$ cat config.mk
export PLATFORM = sky130hd
export DESIGN_NAME = io_serdes_cfg_ctrl
export DESIGN_NICKNAME = d
export VERILOG_FILES = /design/src/rtl/io_serdes_cfg_ctrl.sv
export SDC_FILE = /design/constraint.sdc
export NUM_CORES = 1
export LEC_CHECK = 0
export CORE_MARGIN = 3
export CORE_UTILIZATION = 52
export CTS_CLUSTER_SIZE = 25
export DETAILED_ROUTE_END_ITERATION = 8
export PLACE_DENSITY = 0.85
export SETUP_SLACK_MARGIN = 0.5
export SLEW_MARGIN = 15
export SYNTH_ARGS = -nofsm -noshare
export SYNTH_HDL_FRONTEND = slang
export SYNTH_SLANG_ARGS = --single-unit
$ cat constraint.sdc
create_clock -name axi_clk -period 7.81 [get_ports axi_clk]
set_input_delay 1.562 -clock axi_clk [delete_from_list [all_inputs] [get_ports axi_clk]]
set_output_delay 1.562 -clock axi_clk [all_outputs]
set_load 0.01 [all_outputs]
$ cat src/rtl/io_serdes_cfg_ctrl.sv
// io_serdes_cfg_ctrl
//   AXI-Lite configuration and link-management block for the parametrised IO
//   SERDES. It holds the lane enable mask, loopback and interrupt controls,
//   runs the link bring-up FSM with a programmable timeout, keeps a sticky
//   timeout flag with a level interrupt, and counts lane errors (saturating).
// Ports
//   axi_clk, axi_reset_n        clock, async active-low reset
//   axi_aw*/axi_w*              write address/data; ready = both valids & cc_is_enable
//   axi_ar*/axi_r*              read address/data; 1-cycle latency, one outstanding
//   cc_is_enable                qualifies all AXI valids
//   rx_received_data            async RX activity level (2-flop synchronised)
//   lane_err_pulse              per-lane single-cycle error pulses
//   rxen_ctl, txen_ctl          RX/TX enables to the datapath
//   lane_en, loopback_en        lane mask and loopback select
//   link_up, irq                link status and timeout interrupt
module io_serdes_cfg_ctrl #(
  parameter int unsigned pADDR_WIDTH = 10,
  parameter int unsigned pDATA_WIDTH = 32,
  parameter int unsigned pNUM_LANE   = 12,
  parameter int unsigned pTIMEOUT_W  = 16
) (
  input  logic                   axi_clk,
  input  logic                   axi_reset_n,
  input  logic                   axi_awvalid,
  input  logic [pADDR_WIDTH+1:2] axi_awaddr,
  output logic                   axi_awready,
  input  logic                   axi_wvalid,
  input  logic [pDATA_WIDTH-1:0] axi_wdata,
  input  logic [3:0]             axi_wstrb,
  output logic                   axi_wready,
  input  logic                   axi_arvalid,
  input  logic [pADDR_WIDTH+1:2] axi_araddr,
  output logic                   axi_arready,
  output logic                   axi_rvalid,
  output logic [pDATA_WIDTH-1:0] axi_rdata,
  input  logic                   axi_rready,
  input  logic                   cc_is_enable,
  input  logic                   rx_received_data,
  input  logic [pNUM_LANE-1:0]   lane_err_pulse,
  output logic                   rxen_ctl,
  output logic                   txen_ctl,
  output logic [pNUM_LANE-1:0]   lane_en,
  output logic                   loopback_en,
  output logic                   link_up,
  output logic                   irq
);

  localparam int unsigned ERR_W = 16;
  localparam int unsigned POP_W = 6;

  localparam logic [pADDR_WIDTH+1:2] ADDR_CTRL    = pADDR_WIDTH'(0);
  localparam logic [pADDR_WIDTH+1:2] ADDR_LANE_EN = pADDR_WIDTH'(1);
  localparam logic [pADDR_WIDTH+1:2] ADDR_TIMEOUT = pADDR_WIDTH'(2);
  localparam logic [pADDR_WIDTH+1:2] ADDR_STATUS  = pADDR_WIDTH'(3);
  localparam logic [pADDR_WIDTH+1:2] ADDR_ERR_CNT = pADDR_WIDTH'(4);

  typedef enum logic [1:0] {
    ST_OFF    = 2'd0,
    ST_WAIT   = 2'd1,
    ST_LINKED = 2'd2,
    ST_TMO    = 2'd3
  } state_t;

  state_t                  state_q, state_d;
  logic [3:0]              ctrl_q, ctrl_wr_val;
  logic [pNUM_LANE-1:0]    lane_en_q, lane_wr_val;
  logic [pTIMEOUT_W-1:0]   timeout_q, timeout_wr_val;
  logic [pTIMEOUT_W-1:0]   tmo_cnt_q, tmo_cnt_d;
  logic [ERR_W-1:0]        err_cnt_q, err_cnt_d;
  logic [POP_W-1:0]        err_inc;
  logic [ERR_W:0]          err_sum;
  logic                    sticky_q;
  logic                    tmo_event;
  logic                    rx_meta_q, rx_sync_q;
  logic                    wr_en, rd_hs;
  logic                    wr_ctrl, wr_lane, wr_tmo, wr_status, wr_err;
  logic                    sticky_clr, err_clr;
  logic [pDATA_WIDTH-1:0]  rd_data;
  logic                    ctrl_rxen, ctrl_txen_req, ctrl_loopback, ctrl_irq_en;
  logic                    unused_wdata;

  assign ctrl_rxen     = ctrl_q[0];
  assign ctrl_txen_req = ctrl_q[1];
  assign ctrl_loopback = ctrl_q[2];
  assign ctrl_irq_en   = ctrl_q[3];

  // Only a subset of write-data bits is stored; the rest are ignored.
  assign unused_wdata = ^axi_wdata;

  // Write channel: address and data accepted together, commit on this edge.
  assign wr_en       = axi_awvalid & axi_wvalid & cc_is_enable;
  assign axi_awready = wr_en;
  assign axi_wready  = wr_en;

  assign wr_ctrl   = wr_en && (axi_awaddr == ADDR_CTRL);
  assign wr_lane   = wr_en && (axi_awaddr == ADDR_LANE_EN);
  assign wr_tmo    = wr_en && (axi_awaddr == ADDR_TIMEOUT);
  assign wr_status = wr_en && (axi_awaddr == ADDR_STATUS);
  assign wr_err    = wr_en && (axi_awaddr == ADDR_ERR_CNT);

  assign sticky_clr = wr_status && axi_wstrb[0] && axi_wdata[3];
  assign err_clr    = wr_err && (axi_wstrb != 4'b0000);

  // Byte-strobe merge of write data into each RW register.
  always_comb begin
    ctrl_wr_val    = ctrl_q;
    lane_wr_val    = lane_en_q;
    timeout_wr_val = timeout_q;
    if (axi_wstrb[0]) ctrl_wr_val = axi_wdata[3:0];
    for (int i = 0; i < int'(pNUM_LANE); i++) begin
      if (axi_wstrb[i/8]) lane_wr_val[i] = axi_wdata[i];
    end
    for (int i = 0; i < int'(pTIMEOUT_W); i++) begin
      if (axi_wstrb[i/8]) timeout_wr_val[i] = axi_wdata[i];
    end
  end

  // Configuration registers.
  always_ff @(posedge axi_clk or negedge axi_reset_n) begin
    if (!axi_reset_n) begin
      ctrl_q    <= 4'b0000;
      lane_en_q <= '1;
      timeout_q <= pTIMEOUT_W'(1000);
    end else begin
      if (wr_ctrl) ctrl_q    <= ctrl_wr_val;
      if (wr_lane) lane_en_q <= lane_wr_val;
      if (wr_tmo)  timeout_q <= timeout_wr_val;
    end
  end

  // RX activity synchroniser.
  always_ff @(posedge axi_clk or negedge axi_reset_n) begin
    if (!axi_reset_n) begin
      rx_meta_q <= 1'b0;
      rx_sync_q <= 1'b0;
    end else begin
      rx_meta_q <= rx_received_data;
      rx_sync_q <= rx_meta_q;
    end
  end

  // Link FSM state and timeout counter registers.
  always_ff @(posedge axi_clk or negedge axi_reset_n) begin
    if (!axi_reset_n) begin
      state_q   <= ST_OFF;
      tmo_cnt_q <= '0;
    end else begin
      state_q   <= state_d;
      tmo_cnt_q <= tmo_cnt_d;
    end
  end

  // Link FSM next state; disabling both TX request and RX overrides all.
  always_comb begin
    state_d   = state_q;
    tmo_event = 1'b0;
    if (!ctrl_txen_req && !ctrl_rxen) begin
      state_d = ST_OFF;
    end else begin
      unique case (state_q)
        ST_OFF: begin
          if (ctrl_txen_req)              state_d = ST_WAIT;
          else if (ctrl_rxen && rx_sync_q) state_d = ST_LINKED;
        end
        ST_WAIT: begin
          if (rx_sync_q) begin
            state_d = ST_LINKED;
          end else if ((timeout_q != '0) &&
                       (tmo_cnt_q == timeout_q - pTIMEOUT_W'(1))) begin
            state_d   = ST_TMO;
            tmo_event = 1'b1;
          end
        end
        ST_TMO: begin
          if (rx_sync_q) state_d = ST_LINKED;
        end
        ST_LINKED: begin
          if (!rx_sync_q) state_d = ST_WAIT;
        end
        default: state_d = ST_OFF;
      endcase
    end
  end

  // Timeout counter restarts on every entry to WAIT and runs only there.
  always_comb begin
    tmo_cnt_d = tmo_cnt_q;
    if ((state_d == ST_WAIT) && (state_q != ST_WAIT)) begin
      tmo_cnt_d = '0;
    end else if (state_q == ST_WAIT) begin
      tmo_cnt_d = tmo_cnt_q + pTIMEOUT_W'(1);
    end
  end

  // Sticky timeout flag: a new timeout beats a simultaneous W1C.
  always_ff @(posedge axi_clk or negedge axi_reset_n) begin
    if (!axi_reset_n) begin
      sticky_q <= 1'b0;
    end else if (tmo_event) begin
      sticky_q <= 1'b1;
    end else if (sticky_clr) begin
      sticky_q <= 1'b0;
    end
  end

  // Saturating error counter; a clear write discards that cycle's increment.
  always_comb begin
    err_inc = '0;
    for (int i = 0; i < int'(pNUM_LANE); i++) begin
      err_inc = err_inc + POP_W'(lane_err_pulse[i] & lane_en_q[i]);
    end
    err_sum = (ERR_W+1)'(err_cnt_q) + (ERR_W+1)'(err_inc);
    if (err_clr)         err_cnt_d = '0;
    else if (err_sum[ERR_W]) err_cnt_d = '1;
    else                 err_cnt_d = err_sum[ERR_W-1:0];
  end

  always_ff @(posedge axi_clk or negedge axi_reset_n) begin
    if (!axi_reset_n) err_cnt_q <= '0;
    else              err_cnt_q <= err_cnt_d;
  end

  // Read data mux; unmapped offsets read zero.
  always_comb begin
    rd_data = '0;
    case (axi_araddr)
      ADDR_CTRL:    rd_data[3:0]            = ctrl_q;
      ADDR_LANE_EN: rd_data[pNUM_LANE-1:0]  = lane_en_q;
      ADDR_TIMEOUT: rd_data[pTIMEOUT_W-1:0] = timeout_q;
      ADDR_STATUS:  rd_data[4:0]            = {rx_sync_q, sticky_q, link_up, state_q};
      ADDR_ERR_CNT: rd_data[ERR_W-1:0]      = err_cnt_q;
      default:      rd_data                 = '0;
    endcase
  end

  // Read channel: single outstanding read, data held until accepted.
  assign axi_arready = !axi_rvalid;
  assign rd_hs       = axi_arvalid & cc_is_enable & axi_arready;

  always_ff @(posedge axi_clk or negedge axi_reset_n) begin
    if (!axi_reset_n) begin
      axi_rvalid <= 1'b0;
      axi_rdata  <= '0;
    end else if (rd_hs) begin
      axi_rvalid <= 1'b1;
      axi_rdata  <= rd_data;
    end else if (axi_rvalid && axi_rready) begin
      axi_rvalid <= 1'b0;
    end
  end

  // Datapath controls decoded from register state.
  assign rxen_ctl    = ctrl_rxen;
  assign txen_ctl    = (state_q != ST_OFF);
  assign link_up     = (state_q == ST_LINKED);
  assign lane_en     = lane_en_q;
  assign loopback_en = ctrl_loopback;
  assign irq         = sticky_q & ctrl_irq_en;

endmodule

Yosys cells after proc, flatten, opt, wreduce, memory -nomap -nowiden

Index checks and enable logic that the tools add are counted.

Add/sub/neg operators: 14
Multiply operators: 0
Div/mod/pow operators: 0
Order comparisons: 0
Eq/ne operators: 14
Shifts and indexed selects: 0
Multiplexer cells: 24
Bitwise gates (word level): 17
Reductions and logical operators: 30

Operators with widths:

| operator                                            | number |
|---|---|
| 2-to-1 mux 16 bit                                   | 4 |
| == test 10 x 2 -> 1 bit (second input constant)     | 4 |
| adder 6 x 1 -> 6 bit                                | 6 |
| one-hot mux 7 bit (3 select lines)                  | 1 |
| == test 10 x 1 -> 1 bit (second input constant)     | 2 |
| == test 10 x 3 -> 1 bit (second input constant)     | 2 |
| logical NOT 10 bit                                  | 2 |
| one-hot mux 4 bit (5 select lines)                  | 1 |
| adder 16 x 6 -> 17 bit                              | 1 |
| AND 1 bit                                           | 17 |
| adder 16 x 1 -> 16 bit (second input constant)      | 1 |
| == test 16 bit                                      | 1 |
| nonzero test 16 bit                                 | 1 |
| subtractor 16 x 1 -> 16 bit (second input constant) | 1 |
| 2-to-1 mux 2 bit                                    | 7 |
| logical AND 1 bit                                   | 13 |
| AND reduction 2 bit                                 | 5 |
| 2-to-1 mux 1 bit                                    | 8 |
| one-hot mux 2 bit (4 select lines)                  | 1 |
| one-hot mux 4 bit (2 select lines)                  | 1 |
| nonzero test 2 bit                                  | 4 |
| adder 5 x 1 -> 6 bit                                | 1 |
| adder 4 x 1 -> 5 bit                                | 1 |
| adder 3 x 1 -> 4 bit                                | 1 |
| other kinds (9)                                     | 13 |

Bits in registers: 86
Bits in latches: 0
RAM bits: 0
Memory bits (read-only): 0
Bits of input ports: 76
Memories kept: 0

Logic depth before layout (Yosys ltp)

Depth in word-level cells: 15
Gate-level depth with buffers: 16
Depth with buffers taken out: 15

Worst setup path after synthesis

OpenSTA, ideal clock, no wires.

Path type: input to register
Start: in lane_err_pulse[0]
End: reg err_cnt_q[7]
Arrival time: 5.794 ns
Data required time: 7.644 ns
Setup slack: 1.851 ns
Stages on the path: 16
Buffers on the path: 2
Cells stage by stage: and2_1 fa_1 inv_1 fa_1 fa_1 inv_1 fa_1 fa_1 fa_1 a21oi_1 o21bai_1 a21oi_1 clkbuf_1 or2_2 clkbuf_1 a31oi_1

Longest elaborated chain between the ends: 15

RTL lines:

| what                               | RTL line | source |
|---|---|---|
| start, declared                    | 39       | `input logic [pNUM_LANE-1:0] lane_err_pulse,` |
| AND 1 bit                          | 210      | `err_inc = err_inc + POP_W'(lane_err_pulse[i] & lane_en_q[i]);` |
| adder 1 x 1 -> 2 bit               | 210      |  |
| adder 2 x 1 -> 3 bit               | 210      |  |
| adder 3 x 1 -> 4 bit               | 210      |  |
| adder 4 x 1 -> 5 bit               | 210      |  |
| adder 5 x 1 -> 6 bit               | 210      |  |
| adder 6 x 1 -> 6 bit (6 in series) | 210      |  |
| adder 16 x 6 -> 17 bit             | 212      | `err_sum = (ERR_W+1)'(err_cnt_q) + (ERR_W+1)'(err_inc);` |
| 2-to-1 mux 16 bit                  | 214      | `else if (err_sum[ERR_W]) err_cnt_d = '1;` |
| 2-to-1 mux 16 bit                  | 213      | `if (err_clr) err_cnt_d = '0;` |
| via err_cnt_d[7]                   | 69       | `logic [ERR_W-1:0] err_cnt_q, err_cnt_d;` |
| end signal, assigned               | 220      | `else err_cnt_q <= err_cnt_d;` |
| end, declared                      | 69       |  |

The timed path passes the listed nets, and every way through them passes these cells.
A chain may end at the register's enable or synchronous reset.

Final worst setup path

Start: in lane_err_pulse[0]
End: reg err_cnt_q[13]

Same word-level chain as after synthesis.

==> results.tsv <==
stage	metric	value	unit
sta	clock skew	0.0108	ns
sta	Fin Hold WS	0.357	ns
sta	setup TNS	0	ns
clock_tree	post-CTS resize count	0	
final_layout	final std cells w/o fill	714	
floorplan	die width	104	um
logic_synthesis	Synth Warn #	0	
final_layout	Final #Nets	675	
final_layout	share of cells above drive strength 1	0.140	
clock_tree	CTS tree	done	
critical_path	Worst Path Max Fanout	11	
detailed_routing	Via density	6.02	
logic_synthesis	Post-Synth Simple-Gate Area	0.176	
clock_tree	Post-CTS Setup Inserts	0	
logic_synthesis	most numerous cell in the Yosys netlist	dfrtp_1	
logic_synthesis	largest family of logic cells by synthesized area	simple AND/OR/NAND/NOR gates	
power_and_ir_drop	Sequential Power Share	0.514	
logic_synthesis	Synth Area in Adders	0.0598	
place	Area after DPL	6000	um^2
final_layout	finished layout cell area	6220	um^2
sta	crit path time final	6.35	ns
sta	setup repair after global routing missed its margin	no	
floorplan	Site Rows	35	
critical_path	required time worst endpoint	8.05	ns
floorplan	Core ar.	9280	um^2
power_and_ir_drop	Pint	0.679	mW
clock_tree	Num CTS Buffers	9	
floorplan	Chip Height	104	um
logic_synthesis	top cell type's share of synthesized area	0.342	
critical_path	crit path cell chain	clkdlybuf4s50_1, and2_1, fa_1, inv_1, fa_1, fa_1, inv_1, fa_1, fa_1, fa_1, a21oi_1, o21bai_1, a21oi_1, buf_4, o21ai_0, or4b_1, nor3b_1	
logic_synthesis	Seq cells post-synth	86	
logic_synthesis	mux cell area share after synthesis	0.0985	
detailed_routing	final WL	13300	um
logic_synthesis	post-synthesis xor/xnor area fraction	0.0492	
logic_synthesis	EDFF count, synth	0	
global_route	gr ovfl total	0	
critical_path	CP Capture Type	flip-flop	
clock_tree	Clock transition at path regs	0.09	ns
detailed_routing	DRT Pass-1 Iters	6	
min_path	Hold Path Class	flip-flop to flip-flop	
logic_synthesis	compound-cell area share of the yosys netlist	0.128	
clock_tree	clk sinks	86	
logic_synthesis	ys async rst share	1.00	
logic_synthesis	dominant cells by area after synthesis	dfrtp_1 34%, dfstp_2 9.5%, mux2_2 7.2%	
power_and_ir_drop	Switching Fraction	0.231	
detailed_routing	Post-route DRC	0	
power_and_ir_drop	pwr/cell area	142	nW/um^2
logic_synthesis	synth cell count leaders	68 x dfrtp_1, 48 x nand2_1, 32 x mux2_2, 32 x o21ai_0, 22 x nor2_1	
logic_synthesis	Yosys cell types	61	
critical_path	data arrival time of the worst path	6.59	ns
global_route	vias in the first global route	4390	
critical_path	critical path's slowest cell	fa_1	
sta	slew of the pin with the lowest slew margin	1.05	ns
critical_path	Most Frequent Cell on Critical Path	fa_1	
floorplan	initial core utilization	0.536	
place	gpl congestion	0.921	
logic_synthesis	syn_area_per_cell	10.2	um^2
final_layout	Fill cells	705	
final_layout	Ant. Diodes	0	
power_and_ir_drop	P_sw	0.204	mW
sta	Tcrit/Tclk final	0.813	
power_and_ir_drop	Clock Power Share	0.399	
clock_tree	clock latency on the worst-skew pair	0.36	ns
detailed_routing	Vias	4296	
sta	Final Max Slew Viols	0	
detailed_routing	per-cell routed wire length	18.7	um
floorplan	die footprint	10800	um^2
clock_tree	CTS Hold Bufs	0	
critical_path	Setup crit start kind	input port	
power_and_ir_drop	Worst VDD drop	0.107	mV
place	post-place setup slack	1.11	ns
critical_path	Worst path max stage delay	0.55	ns
flow_run	Max Cap Viol	0	
logic_synthesis	Synth Cell Area	4980	um^2
global_route	largest net degree at the start of global routing	87	
place	Placed Cells	698	
sta	upper clock frequency limit	158	MHz
logic_synthesis	ys flop type	dfrtp_1	
status	status	finished, final reports clean	
global_route	GRT Total Usage	0.250	
logic_synthesis	Yosys top cell by area	dfrtp_1	
sta	Slew HR	0.298	
clock_tree	CTS root buffer	clkbuf_8	
place	IO buf count	96	
detailed_routing	Routed Antenna Nets	0	
detailed_routing	DR iter-0 viols	327	
logic_synthesis	sequential share of the synthesized area	0.437	
final_layout	final core area utilization	0.670	
clock_tree	Max clock buf depth	2	
power_and_ir_drop	Pwr Total	0.883	mW
global_route	antenna violations before repair	0	
power_and_ir_drop	Combinational Power Share	0.087	
sta	Final Hold Viols	0	
logic_synthesis	Cells after Synth	487	
floorplan	number of top-level pins	129	
clock_tree	CTS H-tree depth	3	
sta	final setup fails	0	
power_and_ir_drop	Pleak	2.66	nW
critical_path	critical path type	input port to flip-flop	
global_route	first-pass GRT wire length	21900	um
final_layout	area growth from synthesis to layout	24.9	%
sta	final setup margin	1.46	ns
place	post-DP HPWL	10100	um
## worst max-delay path, delay by kind of cell
kind,cells,cell delay (ns)
AOI/OAI and AO/OA,4,0.55
adders and majority gates,6,3.00
buffers and inverters,4,0.70
and+or+nand+nor,3,0.78
## per-layer routing
layer / wire [um] / share of wire / vias up / GRT usage
met4: 427 / 0.032 / 0 / 0.0969
met2: 6830 / 0.51 / 220 / 0.428
met1: 5030 / 0.38 / 2103 / 0.316
met3: 1050 / 0.079 / 40 / 0.0466
met5: 0 / 0 / - / 0
li1: - / - / 1933 / -
## logic make-up (layout without fill, tap and decap cells)
logic type | count (synthesis) | in the layout
compound gates | 96 | 96
xor+xnor | 28 | 28
fa+ha+maj | 19 | 19
buf+inv | 47 | 130
flops | 86 | 86
mux | 45 | 45
other cells | 1 | 16
simple gates | 165 | 165
## layout make-up
cell class	count	area [um^2]	share of cell area
multi-input combinational	369	2620	0.421
timing repair buffer	101	996	0.160
tap	129	161	0.0259
clock inverter	5	81.3	0.0131
sequential	86	2170	0.350
clock buffer	11	141	0.0227
inverter	13	48.8	0.00784
## layout by cell type, fill, tap and decap left out, types with 3 or more instances in the layout
cell type        instances
clkdlybuf4s50_1         95
nand2_1                 48
dfstp_2                 18
ha_1                    11
nor3b_1                  4
nand4_1                  8
nand3_1                 16
fa_1                     8
nor4_1                   9
clkbuf_8                10
xor2_1                  10
inv_1                   13
nand3b_1                 3
a21oi_1                 16
o31ai_1                  4
a31oi_1                  4
nor3_1                  10
or3_1                    7
dfrtp_1                 68
a222oi_1                 7
buf_4                    6
a22oi_1                  4
o21ai_0                 32
nor2_1                  22
and3_1                   6
o22ai_1                  3
nor2b_1                  3
mux2i_1                 13
a221oi_1                 6
o211ai_1                 4
and2_1                  10
mux2_2                  32
xnor2_1                 18
conb_1                  16
## path summary, 6_finish.rpt
path / start / endpoint / slack [ns] / depth (start not counted)
setup / recovery: lane_err_pulse[0] / err_cnt_q[13] / 1.46 / 17
hold / removal: rx_meta_q / rx_sync_q / 0.36 / 0
setup reg to reg: lane_en[8] / err_cnt_q[13] / 2.61 / 16
hold reg to reg: rx_meta_q / rx_sync_q / 0.36 / 0
max in group asynchronous: axi_reset_n / timeout_q[1] / 5.74 / 1
min in group asynchronous: axi_reset_n / axi_rdata[7] / 1.38 / 1
## power by group through the flow
stage               registers [mW]  logic (mW)  clock network [mW]
floorplan                    0.461      0.0322                   0
global placement             0.462      0.0752                   0
detailed placement           0.462      0.0779                   0
CTS                          0.454      0.0780               0.356
global route                 0.455      0.0850               0.378
finish                       0.454      0.0770               0.352
## sequential cells by signal, indices dropped and copies added, names as in the netlist
| name | cells |
|---|---|
| err_cnt_q | 16 |
| lane_en | 12 |
| sticky_q | 1 |
| axi_rvalid | 1 |
| tmo_cnt_q | 16 |
| rx_meta_q | 1 |
| ctrl_q | 4 |
| axi_rdata | 16 |
| rx_sync_q | 1 |
| timeout_q | 16 |
| state_q | 2 |
Note: power is estimated with default switching activity, not from simulation.
